==> src/rtl/isp_portb_arb_pkg.sv <==
// Shared types and defines for the instruction-RAM port-B arbiter.
// Bus width and FSM encodings mirror the project-wide defines.v entries.
`ifndef ISP_PORTB_ARB_DEFINES
`define ISP_PORTB_ARB_DEFINES
`define InstBus 31:0
`define IspProgTimeout 1024
`define IspRun 1'b0
`define IspProg 1'b1
`endif

package isp_portb_arb_pkg;

  typedef enum logic {
    ST_RUN  = `IspRun,
    ST_PROG = `IspProg
  } isp_state_e;

  localparam int unsigned CNT_W = 16;

  // Debug view of the session tracker; starve_cnt reads 0 when fairness is off.
  typedef struct packed {
    isp_state_e       state;
    logic [CNT_W-1:0] idle_cnt;
    logic [3:0]       starve_cnt;
  } isp_dbg_t;

endpackage

==> src/rtl/isp_portb_arb_if.sv <==
// Port-B arbiter bus bundle: core load path, programmer write path and RAM port B.
// The slave modport is the arbiter side; master is the environment (core, programmer, RAM).
interface isp_portb_arb_if #(
  parameter int AW = 16
);
  import isp_portb_arb_pkg::*;

  // Handshakes: core_req is held until core_gnt; a write transfers on any clock edge
  // where prog_valid && prog_ready. Grant/ready are combinational and only rise with
  // their own request, so each accepted beat costs exactly one port-B access.
  logic            core_req;
  logic [AW-1:0]   core_addr;
  logic            core_gnt;
  logic            core_rvalid;
  logic [`InstBus] core_rdata;

  logic            prog_valid;
  logic [AW-1:0]   prog_addr;
  logic [`InstBus] prog_data;
  logic            prog_ready;

  logic            ram_enb;
  logic            ram_wen;
  logic [AW-1:0]   ram_addrb;
  logic [`InstBus] ram_din;
  logic [`InstBus] ram_doutb;

  logic            core_halt;
  logic [CNT_W-1:0] wr_cnt;

  modport slave (
    input  core_req, core_addr, prog_valid, prog_addr, prog_data, ram_doutb,
    output core_gnt, core_rvalid, core_rdata, prog_ready,
           ram_enb, ram_wen, ram_addrb, ram_din, core_halt, wr_cnt
  );

  modport master (
    output core_req, core_addr, prog_valid, prog_addr, prog_data, ram_doutb,
    input  core_gnt, core_rvalid, core_rdata, prog_ready,
           ram_enb, ram_wen, ram_addrb, ram_din, core_halt, wr_cnt
  );

endinterface

==> src/rtl/isp_portb_arb.sv <==
// Instruction-RAM port-B arbiter: programmer writes beat core loads; tracks the download session.
// Optional fairness (core forced to win after STARVE_LIM denials): `define SPRV_ISP_ARB_FAIR_EN.
module isp_portb_arb
  import isp_portb_arb_pkg::*;
#(
  parameter int RAM_DEPTH    = 65536,
  parameter int PROG_TIMEOUT = `IspProgTimeout,
  parameter int STARVE_LIM   = 4
) (
  input  logic                  clk,
  input  logic                  rst_n,
  isp_portb_arb_if.slave        bus,
  output isp_dbg_t              o_dbg
);

  function automatic int clogb2(input int value);
    int result;
    result = 0;
    for (int v = value; v > 0; v = v >> 1) begin
      result = result + 1;
    end
    return result;
  endfunction

  localparam int AW = clogb2(RAM_DEPTH - 1);
  localparam logic [CNT_W-1:0] TIMEOUT_M1 = CNT_W'(PROG_TIMEOUT - 1);

  isp_state_e       r_state;
  isp_state_e       w_state_nxt;
  logic [CNT_W-1:0] r_idle_cnt;
  logic [CNT_W-1:0] w_idle_nxt;
  logic [CNT_W-1:0] r_wr_cnt;
  logic [CNT_W-1:0] w_wr_nxt;
  logic             r_rvalid;
  logic             w_core_force;
  logic             w_prog_win;
  logic             w_core_win;
  logic [3:0]       w_starve_dbg;

`ifdef SPRV_ISP_ARB_FAIR_EN
  localparam logic [3:0] STARVE_MAX = 4'(STARVE_LIM);
  logic [3:0] r_starve_cnt;

  assign w_core_force = bus.core_req && (r_starve_cnt == STARVE_MAX);

  // Saturating denial counter; a grant always restarts the count.
  always_ff @(posedge clk) begin
    if (!rst_n) begin
      r_starve_cnt <= '0;
    end else if (w_core_win) begin
      r_starve_cnt <= '0;
    end else if (bus.core_req && (r_starve_cnt != 4'hF)) begin
      r_starve_cnt <= r_starve_cnt + 4'd1;
    end
  end

  assign w_starve_dbg = r_starve_cnt;
`else
  logic [3:0] w_unused_starve_lim;
  assign w_unused_starve_lim = 4'(STARVE_LIM);
  assign w_core_force        = 1'b0;
  assign w_starve_dbg        = '0;
`endif

  assign w_prog_win = bus.prog_valid && !w_core_force;
  assign w_core_win = bus.core_req && !w_prog_win;

  always_comb begin
    bus.core_gnt   = 1'b0;
    bus.prog_ready = 1'b0;
    bus.ram_enb    = 1'b0;
    bus.ram_wen    = 1'b0;
    bus.ram_addrb  = '0;
    bus.ram_din    = '0;
    if (w_prog_win) begin
      bus.prog_ready = 1'b1;
      bus.ram_wen    = 1'b1;
      bus.ram_addrb  = AW'(bus.prog_addr);
      bus.ram_din    = bus.prog_data;
    end else if (w_core_win) begin
      bus.core_gnt  = 1'b1;
      bus.ram_enb   = 1'b1;
      bus.ram_addrb = AW'(bus.core_addr);
    end
  end

  // RAM holds doutb while enb is low, so read data needs no local capture.
  assign bus.core_rdata  = bus.ram_doutb;
  assign bus.core_rvalid = r_rvalid;
  assign bus.core_halt   = (r_state == ST_PROG);
  assign bus.wr_cnt      = r_wr_cnt;

  always_ff @(posedge clk) begin
    if (!rst_n) begin
      r_state    <= ST_RUN;
      r_idle_cnt <= '0;
      r_wr_cnt   <= '0;
      r_rvalid   <= 1'b0;
    end else begin
      r_state    <= w_state_nxt;
      r_idle_cnt <= w_idle_nxt;
      r_wr_cnt   <= w_wr_nxt;
      r_rvalid   <= w_core_win;
    end
  end

  always_comb begin
    w_state_nxt = r_state;
    w_idle_nxt  = r_idle_cnt;
    w_wr_nxt    = r_wr_cnt;
    case (r_state)
      ST_RUN: begin
        if (w_prog_win) begin
          w_state_nxt = ST_PROG;
          w_wr_nxt    = 16'd1;
          w_idle_nxt  = '0;
        end
      end
      ST_PROG: begin
        if (w_prog_win) begin
          w_wr_nxt   = r_wr_cnt + 16'd1;
          w_idle_nxt = '0;
        end else if (!bus.prog_valid) begin
          // A stalled write (fairness) is not idle time.
          if (r_idle_cnt == TIMEOUT_M1) begin
            w_state_nxt = ST_RUN;
            w_idle_nxt  = '0;
          end else if (r_idle_cnt != 16'hFFFF) begin
            w_idle_nxt = r_idle_cnt + 16'd1;
          end
        end
      end
    endcase
  end

  assign o_dbg.state      = r_state;
  assign o_dbg.idle_cnt   = r_idle_cnt;
  assign o_dbg.starve_cnt = w_starve_dbg;

endmodule

==> src/flat_wrapper.sv <==
// flat-port wrapper written by rule: the top's interface ports become plain ports
module isp_portb_arb_flat import isp_portb_arb_pkg::*;
#(
  parameter int RAM_DEPTH    = 65536,
  parameter int PROG_TIMEOUT = `IspProgTimeout,
  parameter int STARVE_LIM   = 4
)
  (clk, rst_n, o_dbg, bus_core_req, bus_core_addr, bus_prog_valid, bus_prog_addr, bus_prog_data, bus_ram_doutb, bus_core_gnt, bus_core_rvalid, bus_core_rdata, bus_prog_ready, bus_ram_enb, bus_ram_wen, bus_ram_addrb, bus_ram_din, bus_core_halt, bus_wr_cnt);
  isp_portb_arb_if #(.AW((16))) bus_i ();
  input  logic clk;
  input  logic rst_n;
  output isp_dbg_t o_dbg;
  input wire logic [$bits(bus_i.core_req)-1:0] bus_core_req;
  input wire logic [$bits(bus_i.core_addr)-1:0] bus_core_addr;
  input wire logic [$bits(bus_i.prog_valid)-1:0] bus_prog_valid;
  input wire logic [$bits(bus_i.prog_addr)-1:0] bus_prog_addr;
  input wire logic [$bits(bus_i.prog_data)-1:0] bus_prog_data;
  input wire logic [$bits(bus_i.ram_doutb)-1:0] bus_ram_doutb;
  output wire logic [$bits(bus_i.core_gnt)-1:0] bus_core_gnt;
  output wire logic [$bits(bus_i.core_rvalid)-1:0] bus_core_rvalid;
  output wire logic [$bits(bus_i.core_rdata)-1:0] bus_core_rdata;
  output wire logic [$bits(bus_i.prog_ready)-1:0] bus_prog_ready;
  output wire logic [$bits(bus_i.ram_enb)-1:0] bus_ram_enb;
  output wire logic [$bits(bus_i.ram_wen)-1:0] bus_ram_wen;
  output wire logic [$bits(bus_i.ram_addrb)-1:0] bus_ram_addrb;
  output wire logic [$bits(bus_i.ram_din)-1:0] bus_ram_din;
  output wire logic [$bits(bus_i.core_halt)-1:0] bus_core_halt;
  output wire logic [$bits(bus_i.wr_cnt)-1:0] bus_wr_cnt;
  assign bus_i.core_req = bus_core_req;
  assign bus_i.core_addr = bus_core_addr;
  assign bus_i.prog_valid = bus_prog_valid;
  assign bus_i.prog_addr = bus_prog_addr;
  assign bus_i.prog_data = bus_prog_data;
  assign bus_i.ram_doutb = bus_ram_doutb;
  assign bus_core_gnt = bus_i.core_gnt;
  assign bus_core_rvalid = bus_i.core_rvalid;
  assign bus_core_rdata = bus_i.core_rdata;
  assign bus_prog_ready = bus_i.prog_ready;
  assign bus_ram_enb = bus_i.ram_enb;
  assign bus_ram_wen = bus_i.ram_wen;
  assign bus_ram_addrb = bus_i.ram_addrb;
  assign bus_ram_din = bus_i.ram_din;
  assign bus_core_halt = bus_i.core_halt;
  assign bus_wr_cnt = bus_i.wr_cnt;
  isp_portb_arb #(.RAM_DEPTH(RAM_DEPTH), .PROG_TIMEOUT(PROG_TIMEOUT), .STARVE_LIM(STARVE_LIM)) u_core (.clk(clk), .rst_n(rst_n), .bus(bus_i), .o_dbg(o_dbg));
endmodule
==> config.mk <==
export PLATFORM = sky130hd
export DESIGN_NAME = isp_portb_arb_flat
export DESIGN_NICKNAME = d
export VERILOG_FILES = /design/src/rtl/isp_portb_arb_pkg.sv /design/src/rtl/isp_portb_arb_if.sv /design/src/rtl/isp_portb_arb.sv /design/src/flat_wrapper.sv
export SDC_FILE = /design/constraint.sdc
export NUM_CORES = 1
export LEC_CHECK = 0
export ABC_AREA = 1
export BUFFER_PORTS_ARGS = -buffer_cell sky130_fd_sc_hd__buf_4
export CAP_MARGIN = 20
export CORE_MARGIN = 2
export CORE_UTILIZATION = 35
export CTS_CLUSTER_DIAMETER = 100
export DETAILED_ROUTE_END_ITERATION = 6
export HOLD_SLACK_MARGIN = 0.1
export MAX_ROUTING_LAYER = met4
export PLACE_DENSITY_LB_ADDON = 0.1
export SLEW_MARGIN = 40
export SYNTH_ARGS = -nofsm -noshare
export SYNTH_HDL_FRONTEND = slang
export SYNTH_SLANG_ARGS = --single-unit
export TNS_END_PERCENT = 1
==> constraint.sdc <==
create_clock -name clk -period 1.7 [get_ports clk]
set_clock_uncertainty 0.2 [all_clocks]
set_input_delay 0.34 -clock clk [delete_from_list [all_inputs] [get_ports clk]]
set_output_delay 0.34 -clock clk [all_outputs]
set_load 0.01 [all_outputs]
==> flow_summary.yaml, run 1 <==
status:
  outcome: "finished, final reports clean"
power:
  swShare: 0.262
  clock_power_share: 0.404
  vdd_drop_max_mv: 0.304
  comb_power_share: 0.238
  p_sw_uw: 595
  p_leak_uw: 0.00227
  internal-power_uw: 1680
  powerDensity_nw_per_um2: 528
  pwr-share-seq: 0.358
  p_total_uw: 2270
global_route:
  grt_pass1_wl_mm: 12.1
  grt_max_degree: 37
  use_met3: 0.0397
  gr-total-overflow: 0
  busiest_layer: "met2"
  grt_pass1_vias: 2731
  grt_use_met1: 0.231
  use_met2: 0.340
  grt_util_all_layers: 0.199
  antenna_found_initial: 0
place:
  place_congestion: 0.915
  placed_cell_area_sq_um: 3880
  dpl.hpwl_mm: 6.56
  io_buffer_count: 154
clock_tree:
  clkSinkCount: 34
  clockBufferDepth: 2
  cts_tree: "yes"
  cts_buffers: 5
  clockRootBuffer: "clkbuf_8"
  holdBufCountCts: 0
  clkTransAtPathRegs_ns: 0.08
  ctsHtreeMaxLevel: 2
  clkLatencyLatePin_ns: 0.29
die:
  core_area_sq_um: 7180
  fp.dieH_microns: 89.5
  top_level_ports: 223
  start_util: 0.357
  dieArea_sq_um: 8010
  die_w_microns: 89.5
  std_cell_rows: 31
drt:
  wire_per_inst_microns: 12.5
  ant_nets: 0
  first_pass_iters: 4
  drc: 0
  drtIter0Drc: 166
  routed_wl_mm: 8.54
  drt-vias-per-instance: 4.66
  num_vias: 3197
worst_setup_path:
  cp.required_ns: 1.72
  cp_max_fo: 6
  cp-start-kind: "register"
  critPathMaxStageDelay_ns: 0.36
  path_class: "register to register"
  slowest_stage: "dfxtp_4"
  cp_cell_sequence: "ha_4 -> nand2_4 -> nor2_4 -> buf_6 -> nand4_4 -> nand2_8 -> nand2_8 -> inv_6 -> o21ai_1 -> nor2_1"
  end_kind: "register"
  arrival_ns: 1.70
  crit_path_frequent_cell: "nand2_8"
run:
  maxCapViolCount: 0
synth:
  yosysTopAreaCell: "dfxtp_1"
  synth_cell_types: 32
  synth_seq_cells: 34
  synth_warnings: 0
  synth_area_leaders: "dfxtp_1, nand2_1, buf_4"
  synthesis.area_sq_um: 2560
  synth_top_area_frac: 0.266
  synthCells: 418
  ys_seq_area_frac: 0.266
  syn_avg_cell_area_sq_um: 6.12
layout:
  syn_to_final_growth_pct: 68.5
  fillers: 691
  fin_nets: 688
  n_antenna_cell: 0
  drive_gt1_frac: 0.465
  final_area_sq_um: 4310
timing:
  drv_slew: 0
  tns_ns: 0
  fin_crit_ns: 1.69
  period_share: 0.991
  setup-violations-final: 0
  rsz0062_at_grt: "yes"
  hold_violations: 0
  fmax_ghz: 0.593
worst_hold_path:
  hold_path.class: "primary input to register"
-- cell usage in the layout (no fill, tap or decap), types with 4 or more instances in the layout --
cell type and n:
nand2_2 9, inv_1 66, a21oi_1 19, nand2_1 96, o21ai_0 9, clkbuf_8 5
buf_4 202, o21ai_1 5, nor2_1 40, nor2_2 6, nand2_4 4, conb_1 4
nor2_4 7, a22o_1 16, a21oi_2 7, nand3_1 18, dfxtp_2 4, dfxtp_1 27
nand4_1 7
-- sequential cells by signal, summed over array words and instances (netlist names) --
| register | flops |
|---|---|
| u_core.bus.wr_cnt | 16 |
| u_core.bus.core_halt | 1 |
| u_core.r_idle_cnt | 16 |
| u_core.bus.core_rvalid | 1 |
-- routing by layer --
layer / wire, microns / part of all wire / up-vias
met5: 0 / 0 / -
met4: 212 / 0.025 / 0
met3: 665 / 0.078 / 20
met2: 4300 / 0.50 / 160
met1: 3360 / 0.39 / 1419
li1: - / - / 1598
-- synth_stat cells, drive strengths merged --
cell type	instances
a22o	16
nand3	20
buf	50
nand4	8
conb	1
nor2	53
inv	70
nor3b	1
xnor2	1
clkinv	1
ha	2
dfxtp	34
nand2	110
and2	1
a21oi	26
nor3	5
o21ai	16
clkbuf	1
a31oi	1
nor4	1
-- worst max-delay path, delay by kind of cell (launching register included) --
kind / cells / cell delay, ns
simple gates: 6 / 0.65
buf+inv: 2 / 0.21
fa+ha+maj: 1 / 0.14
compound gates: 1 / 0.05
flops: 1 / 0.36
-- kinds of logic (layout without fill, tap and decap cells) --
family / count (synthesis) / after routing / share of synthesized area
AO/OA/AOI/OAI: 59 / 59 / 0.141
XOR/XNOR: 1 / 1 / 0.00342
adder cells (fa/ha/maj): 2 / 2 / 0.00978
buffers and inverters: 122 / 286 / 0.246
flip-flops: 34 / 34 / 0.266
other: 1 / 4 / 0.00147
AND/OR/NAND/NOR: 199 / 201 / 0.333
-- per-stage QoR --
step | instances | setup slack, ns | hold WS [ns] | util
floorplan | 421 | 0.0163 | 0.261 | -
finish | 686 | 0.0145 | 0.141 | 0.601
CTS | 680 | -0.0103 | 0.132 | 0.572
global placement | 670 | -0.106 | 0.272 | 0.540
detailed placement | 670 | -0.167 | 0.276 | 0.540
global route | 686 | -0.0876 | 0.153 | 0.601
-- power by group through the flow --
stage	registers, uW	logic [uW]	clock network [uW]
6_report	813	541	920
3_3_place_gp	828	496	0
2_1_floorplan	831	286	0
3_5_place_dp	829	501	0
5_1_grt	815	594	966
4_1_cts	812	522	940
-- timing repair --
action / CTS / global route
gates cloned: 2 / 2
pin swaps: 2 / 17
resized for setup: 16 / 50
endpoints found under the hold margin: 0 / 0
buffers inserted: 0 / 4
endpoints found under the setup margin: 35 / 41
-- layout make-up --
cell class,instances,area [sq um],share of cell area
inverter,71,284,0.0659
multi-input combinational,267,1490,0.347
clock inverter,3,68.8,0.0160
timing repair buffer,205,1560,0.362
tap,99,124,0.0287
clock buffer,5,68.8,0.0160
timing repair inverter,2,15.0,0.00348
sequential,34,697,0.162
-- worst paths after layout --
| path | start | end | slack [ns] | cells after the start |
|---|---|---|---|---|
| worst max-delay path | u_core.r_idle_cnt[1] | u_core.r_idle_cnt[2] | 0.01 | 10 |
| worst min-delay path | rst_n | u_core.r_idle_cnt[5] | 0.14 | 3 |
| worst max register to register | u_core.r_idle_cnt[1] | u_core.r_idle_cnt[2] | 0.01 | 10 |
| worst min register to register | u_core.bus.wr_cnt[9] | u_core.bus.wr_cnt[10] | 0.28 | 2 |
No activity file was read; power rests on OpenSTA's default activity.
==> inputs of run 2 (changes only) <==
BUFFER_PORTS_ARGS = -buffer_cell sky130_fd_sc_hd__buf_2   (was -buffer_cell sky130_fd_sc_hd__buf_4)
==> run 2 against run 1 <==
Compared with the run above:
- the flow now finishes with violations (setup timing)
- sequential share of layout area grew 1.9 points
- global-route usage is essentially flat
- die area is the same
- worst hold slack gained 0.0037 ns
- routed wire length shrank 1.4%
- cell count is the same
- fmax shrank 2.9%
- sequential power is essentially flat
- critical endpoint unchanged
- largest cell class is now multi-input gates
==> flow_summary.yaml, run 2 (synthesis results as in run 1) <==
power:
  vdd_drop_max_mv: 0.341
  p_leak_uw: 0.00216
  p_total_uw: 1910
  powerDensity_nw_per_um2: 494
timing:
  rsz0062_at_grt: "yes"
  setup-violations-final: 12
  hold_violations: 0
  setup_ws_ns: -0.0359
  drv_slew: 0
  period_share: 1.02
  fin_crit_ns: 1.74
  hold-worst-slack_ns: 0.144
  fmax_ghz: 0.576
drt:
  routed_wl_mm: 8.43
  drtIter0Drc: 130
  num_vias: 3112
  ant_nets: 0
  drt-vias-per-instance: 4.54
  first_pass_iters: 4
  wire_per_inst_microns: 12.3
  drc: 0
clock_tree:
  holdBufCountCts: 0
  ctsHtreeMaxLevel: 2
  clockBufferDepth: 2
  clkLatencyLatePin_ns: 0.29
  clkSinkCount: 34
  clockRootBuffer: "clkbuf_8"
  clkTransAtPathRegs_ns: 0.08
  cts_tree: "yes"
  cts_buffers: 5
layout:
  n_antenna_cell: 0
  final_common_cell: "buf_2"
  fin_nets: 688
  final_cell_mix: "buf_2, nand2_1, inv_1"
  drive_gt1_frac: 0.470
  finalNonFillerCells: 686
  fillers: 709
  final_area_sq_um: 3860
  syn_to_final_growth_pct: 51.1
status:
  outcome: "complete, but fails checks"
  violations: "setup timing"
place:
  dp.cells: 668
  placed_cell_area_sq_um: 3460
  io_buffer_count: 154
  place_congestion: 0.894
  dpl.hpwl_mm: 6.38
  pre_cts_ws_ns: -0.140
run:
  maxCapViolCount: 0
worst_setup_path:
  crit_buf_inv: 2
  cp-start-kind: "register"
  crit_family: "simple AND/OR/NAND/NOR gates"
  reg2reg_from: "u_core.r_idle_cnt[1]"
  cp.required_ns: 1.72
  arrival_ns: 1.76
  cp_cell_sequence: "ha_4 -> nand2_4 -> nor2_4 -> buf_6 -> nand4_4 -> nand2_8 -> nand2_8 -> inv_6 -> o21ai_1 -> nor2_1"
  slowest_stage: "dfxtp_4"
  crit_path_frequent_cell: "nand2_8"
  critPathMaxStageDelay_ns: 0.36
  end_kind: "register"
  setup.worst_path.start: "u_core.r_idle_cnt[1]"
  cp_max_fo: 6
  path_class: "register to register"
worst_hold_path:
  hold_path.class: "primary input to register"
  min-delay-start: "rst_n"
global_route:
  antenna_found_initial: 0
  grt_util_all_layers: 0.199
  grt_pass1_vias: 2625
  grt_pass1_wl_mm: 11.9
  grt_max_degree: 33
  gr-total-overflow: 0
die:
  dieArea_sq_um: 8010
  std_cell_rows: 31
  die_w_microns: 89.5
  fp.dieH_microns: 89.5
  core_area_sq_um: 7180
  top_level_ports: 223
  start_util: 0.357
[run 2: report_power, final]
part           internal [uW]  switching, uW
logic                    207            249
registers                802           9.88
clock network            326            317
[run 2: path summary, 6_finish.rpt]
path,depth (start not counted),end,slack (ns)
worst max register to register,10,u_core.r_idle_cnt[2],-0.04
worst min register to register,2,u_core.bus.wr_cnt[10],0.27
worst max-delay path,10,u_core.r_idle_cnt[2],-0.04
worst min-delay path,3,u_core.r_idle_cnt[1],0.14
[run 2: final cells by class]
cell class	instances	area, sq um	share of cell area
Timing Repair Buffer	205	1160	0.301
Timing Repair inverter	2	16.3	0.00421
Clock buffer	6	82.6	0.0214
Sequential cell	34	697	0.180
Multi-Input combinational cell	267	1480	0.384
Inverter	71	284	0.0735
Clock inverter	2	12.5	0.00324
Tap cell	99	124	0.0320
[run 2: timing repair]
action / CTS / global route
hold endpoints to repair: 0 / 0
resized for setup: 22 / 49
cloned: 3 / 1
pin swaps: 5 / 20
setup buffers: 3 / 3
setup endpoints to repair: 32 / 32
[run 2: worst register-to-register path, cell delays in order, from the launching register on]
cell     delay (ns)
dfxtp_4        0.36
ha_4           0.15
nand2_4        0.05
nor2_4         0.14
buf_6          0.12
nand4_4        0.13
nand2_8        0.16
nand2_8        0.11
inv_6          0.09
o21ai_1        0.05
nor2_1         0.10
[run 2: per-stage QoR]
step                      TNS (ns)   util
after floorplan                  0      -
after global placement       -1.29  0.483
after detailed placement     -2.39  0.483
after CTS                 -0.00193  0.514
after global routing         -1.46  0.539
final                       -0.275  0.539
[run 2: metal layers]
| layer | routed length (microns) | track usage | vias up |
|---|---|---|---|
| li1 | - | - | 1600 |
| met1 | 3320 | 0.224 | 1342 |
| met2 | 4260 | 0.357 | 158 |
| met3 | 656 | 0.0369 | 12 |
| met4 | 181 | 0.0556 | 0 |
| met5 | 0 | - | - |
==> inputs of run 3 (changes only) <==
CORE_MARGIN = 3   (was 2)
==> run 3 against run 2 <==
Compared with the run above:
- routed wire length fell by 1.9%
- first-iteration DRC count up 0.77%
- total power is 11% higher
- register-to-register slack better by 0.04 ns
- via count down 1.3%
- the flow now finishes without violations
- critical path depth grew 1
- die area grew 4.5%
- design area down 2.4%
- non-clock buffer count shrank 5
- count of clock-buffer cells in the layout is 1 higher
- worst setup slack better by 0.036 ns
- clock power up 38%
- highest routed layer unchanged
==> flow_summary.yaml, run 3 (synthesis results as in run 1) <==
status:
  outcome: "finished, final reports clean"
timing:
  fin_crit_ns: 1.70
  hold_violations: 0
  fmax_ghz: 0.588
  setup-violations-final: 0
  hold-worst-slack_ns: 0.155
  rsz0062_at_grt: "yes"
  period_share: 1.00
  drv_slew: 0
clock_tree:
  cts_tree: "yes"
  clkSinkCount: 34
  clkTransAtPathRegs_ns: 0.07
  ctsHtreeMaxLevel: 2
  holdBufCountCts: 0
  clkLatencyLatePin_ns: 0.29
  cts_buffers: 5
  clockRootBuffer: "clkbuf_8"
  clockBufferDepth: 2
global_route:
  grt_pass1_wl_mm: 13.4
  grt_use_met1: 0.221
  grt_pass1_vias: 2852
  gr-total-overflow: 0
  busiest_layer: "met2"
  use_met3: 0.0348
  grt_util_all_layers: 0.198
  antenna_found_initial: 0
  grt_max_degree: 31
  use_met2: 0.354
worst_setup_path:
  slowest_stage: "dfxtp_4"
  cp-start-kind: "register"
  cp_max_fo: 5
  path_class: "register to register"
  end_kind: "register"
  critPathMaxStageDelay_ns: 0.36
  arrival_ns: 1.69
  cp_cell_sequence: "ha_4 -> nand2_4 -> nor2_4 -> nand2_2 -> inv_2 -> nand2_4 -> o21ai_1 -> nor2_1 -> buf_4 -> o21ai_0 -> nor2_1"
  cp.required_ns: 1.69
layout:
  register_area_sq_um: 694
  final_common_cell: "buf_2"
  drive_gt1_frac: 0.444
  fillers: 702
  multiInputGateArea_sq_um: 1410
  fin_nets: 680
  final_cell_mix: "buf_2, nand2_1, inv_1"
  n_antenna_cell: 0
  final_util: 0.543
  syn_to_final_growth_pct: 47.4
place:
  io_buffer_count: 154
  dpl.hpwl_mm: 6.64
  place_congestion: 0.915
drt:
  drc: 0
  drt-vias-per-instance: 4.55
  ant_nets: 0
  first_pass_iters: 4
  num_vias: 3070
  routed_wl_mm: 8.27
  drtIter0Drc: 131
  wire_per_inst_microns: 12.2
power:
  powerDensity_nw_per_um2: 563
  p_leak_uw: 0.00213
  vdd_drop_max_mv: 0.285
  comb_power_share: 0.200
  clock_power_share: 0.420
  pwr-share-seq: 0.381
  internal-power_uw: 1560
  swShare: 0.264
  p_sw_uw: 560
die:
  start_util: 0.368
  dieArea_sq_um: 8370
  core_area_sq_um: 6940
  die_w_microns: 91.5
  std_cell_rows: 30
  top_level_ports: 223
  fp.dieH_microns: 91.5
run:
  maxCapViolCount: 0
worst_hold_path:
  hold_path.class: "primary input to register"
run 3: worst max-delay path: cells and delay by family, from the launching register on:
family,cells,cell delay [ns]
and+or+nand+nor,6,0.47
AOI/OAI and AO/OA,2,0.20
adders and majority gates,1,0.14
DFF,1,0.36
buffers and inverters,2,0.23
run 3: final timing paths:
check        cells past startpoint  slack (ns)            startpoint                endpoint
max                             11      0.0006  u_core.r_idle_cnt[0]    u_core.r_idle_cnt[2]
min                              3        0.15                 rst_n  u_core.bus.core_rvalid
max reg2reg                     11      0.0006  u_core.r_idle_cnt[0]    u_core.r_idle_cnt[2]
min reg2reg                      2        0.29  u_core.bus.wr_cnt[9]   u_core.bus.wr_cnt[10]
run 3: layout make-up:
type                       count  share of cell area
multi-input combinational    265               0.373
timing repair buffer         200               0.298
tap                           96              0.0319
inverter                      71              0.0747
clock buffer                   7              0.0285
timing repair inverter         1             0.00199
clock inverter                 1             0.00796
sequential                    34               0.184
run 3: power by group through the flow:
stage                     registers, uW  clock network [uW]  logic (uW)
after global routing                809                 961         470
after detailed placement            826                   0         410
after CTS                           807                 915         422
final                               808                 890         424
after global placement              825                   0         408
after floorplan                     831                   0         286
run 3: stage by stage:
step,instance area [sq um],TNS [ns],total power (uW),std cells,setup slack [ns]
4_1_cts,3650,-0.000839,2140,673,-0.000839
6_report,3770,0,2120,675,0.000559
3_3_place_gp,3450,-0.601,1230,664,-0.0706
5_1_grt,3770,-0.869,2240,675,-0.0724
2_1_floorplan,2590,0,1120,421,0.0163
3_5_place_dp,3450,-1.22,1240,664,-0.0853
run 3: metal layers:
metal  up-vias  share of wire  wire length (microns)
met5         -              0                      0
met4         0          0.024                    199
met2       141           0.51                   4240
met3        17          0.079                    655
met1      1332           0.38                   3170
li1       1580              -                      -
run 3: repair_timing:
| action | CTS | global route |
|---|---|---|
| setup endpoints to repair | 33 | 30 |
| resized for setup | 15 | 35 |
| gates cloned | 1 | 0 |
| buffers inserted | 0 | 2 |
| pin swaps | 3 | 9 |
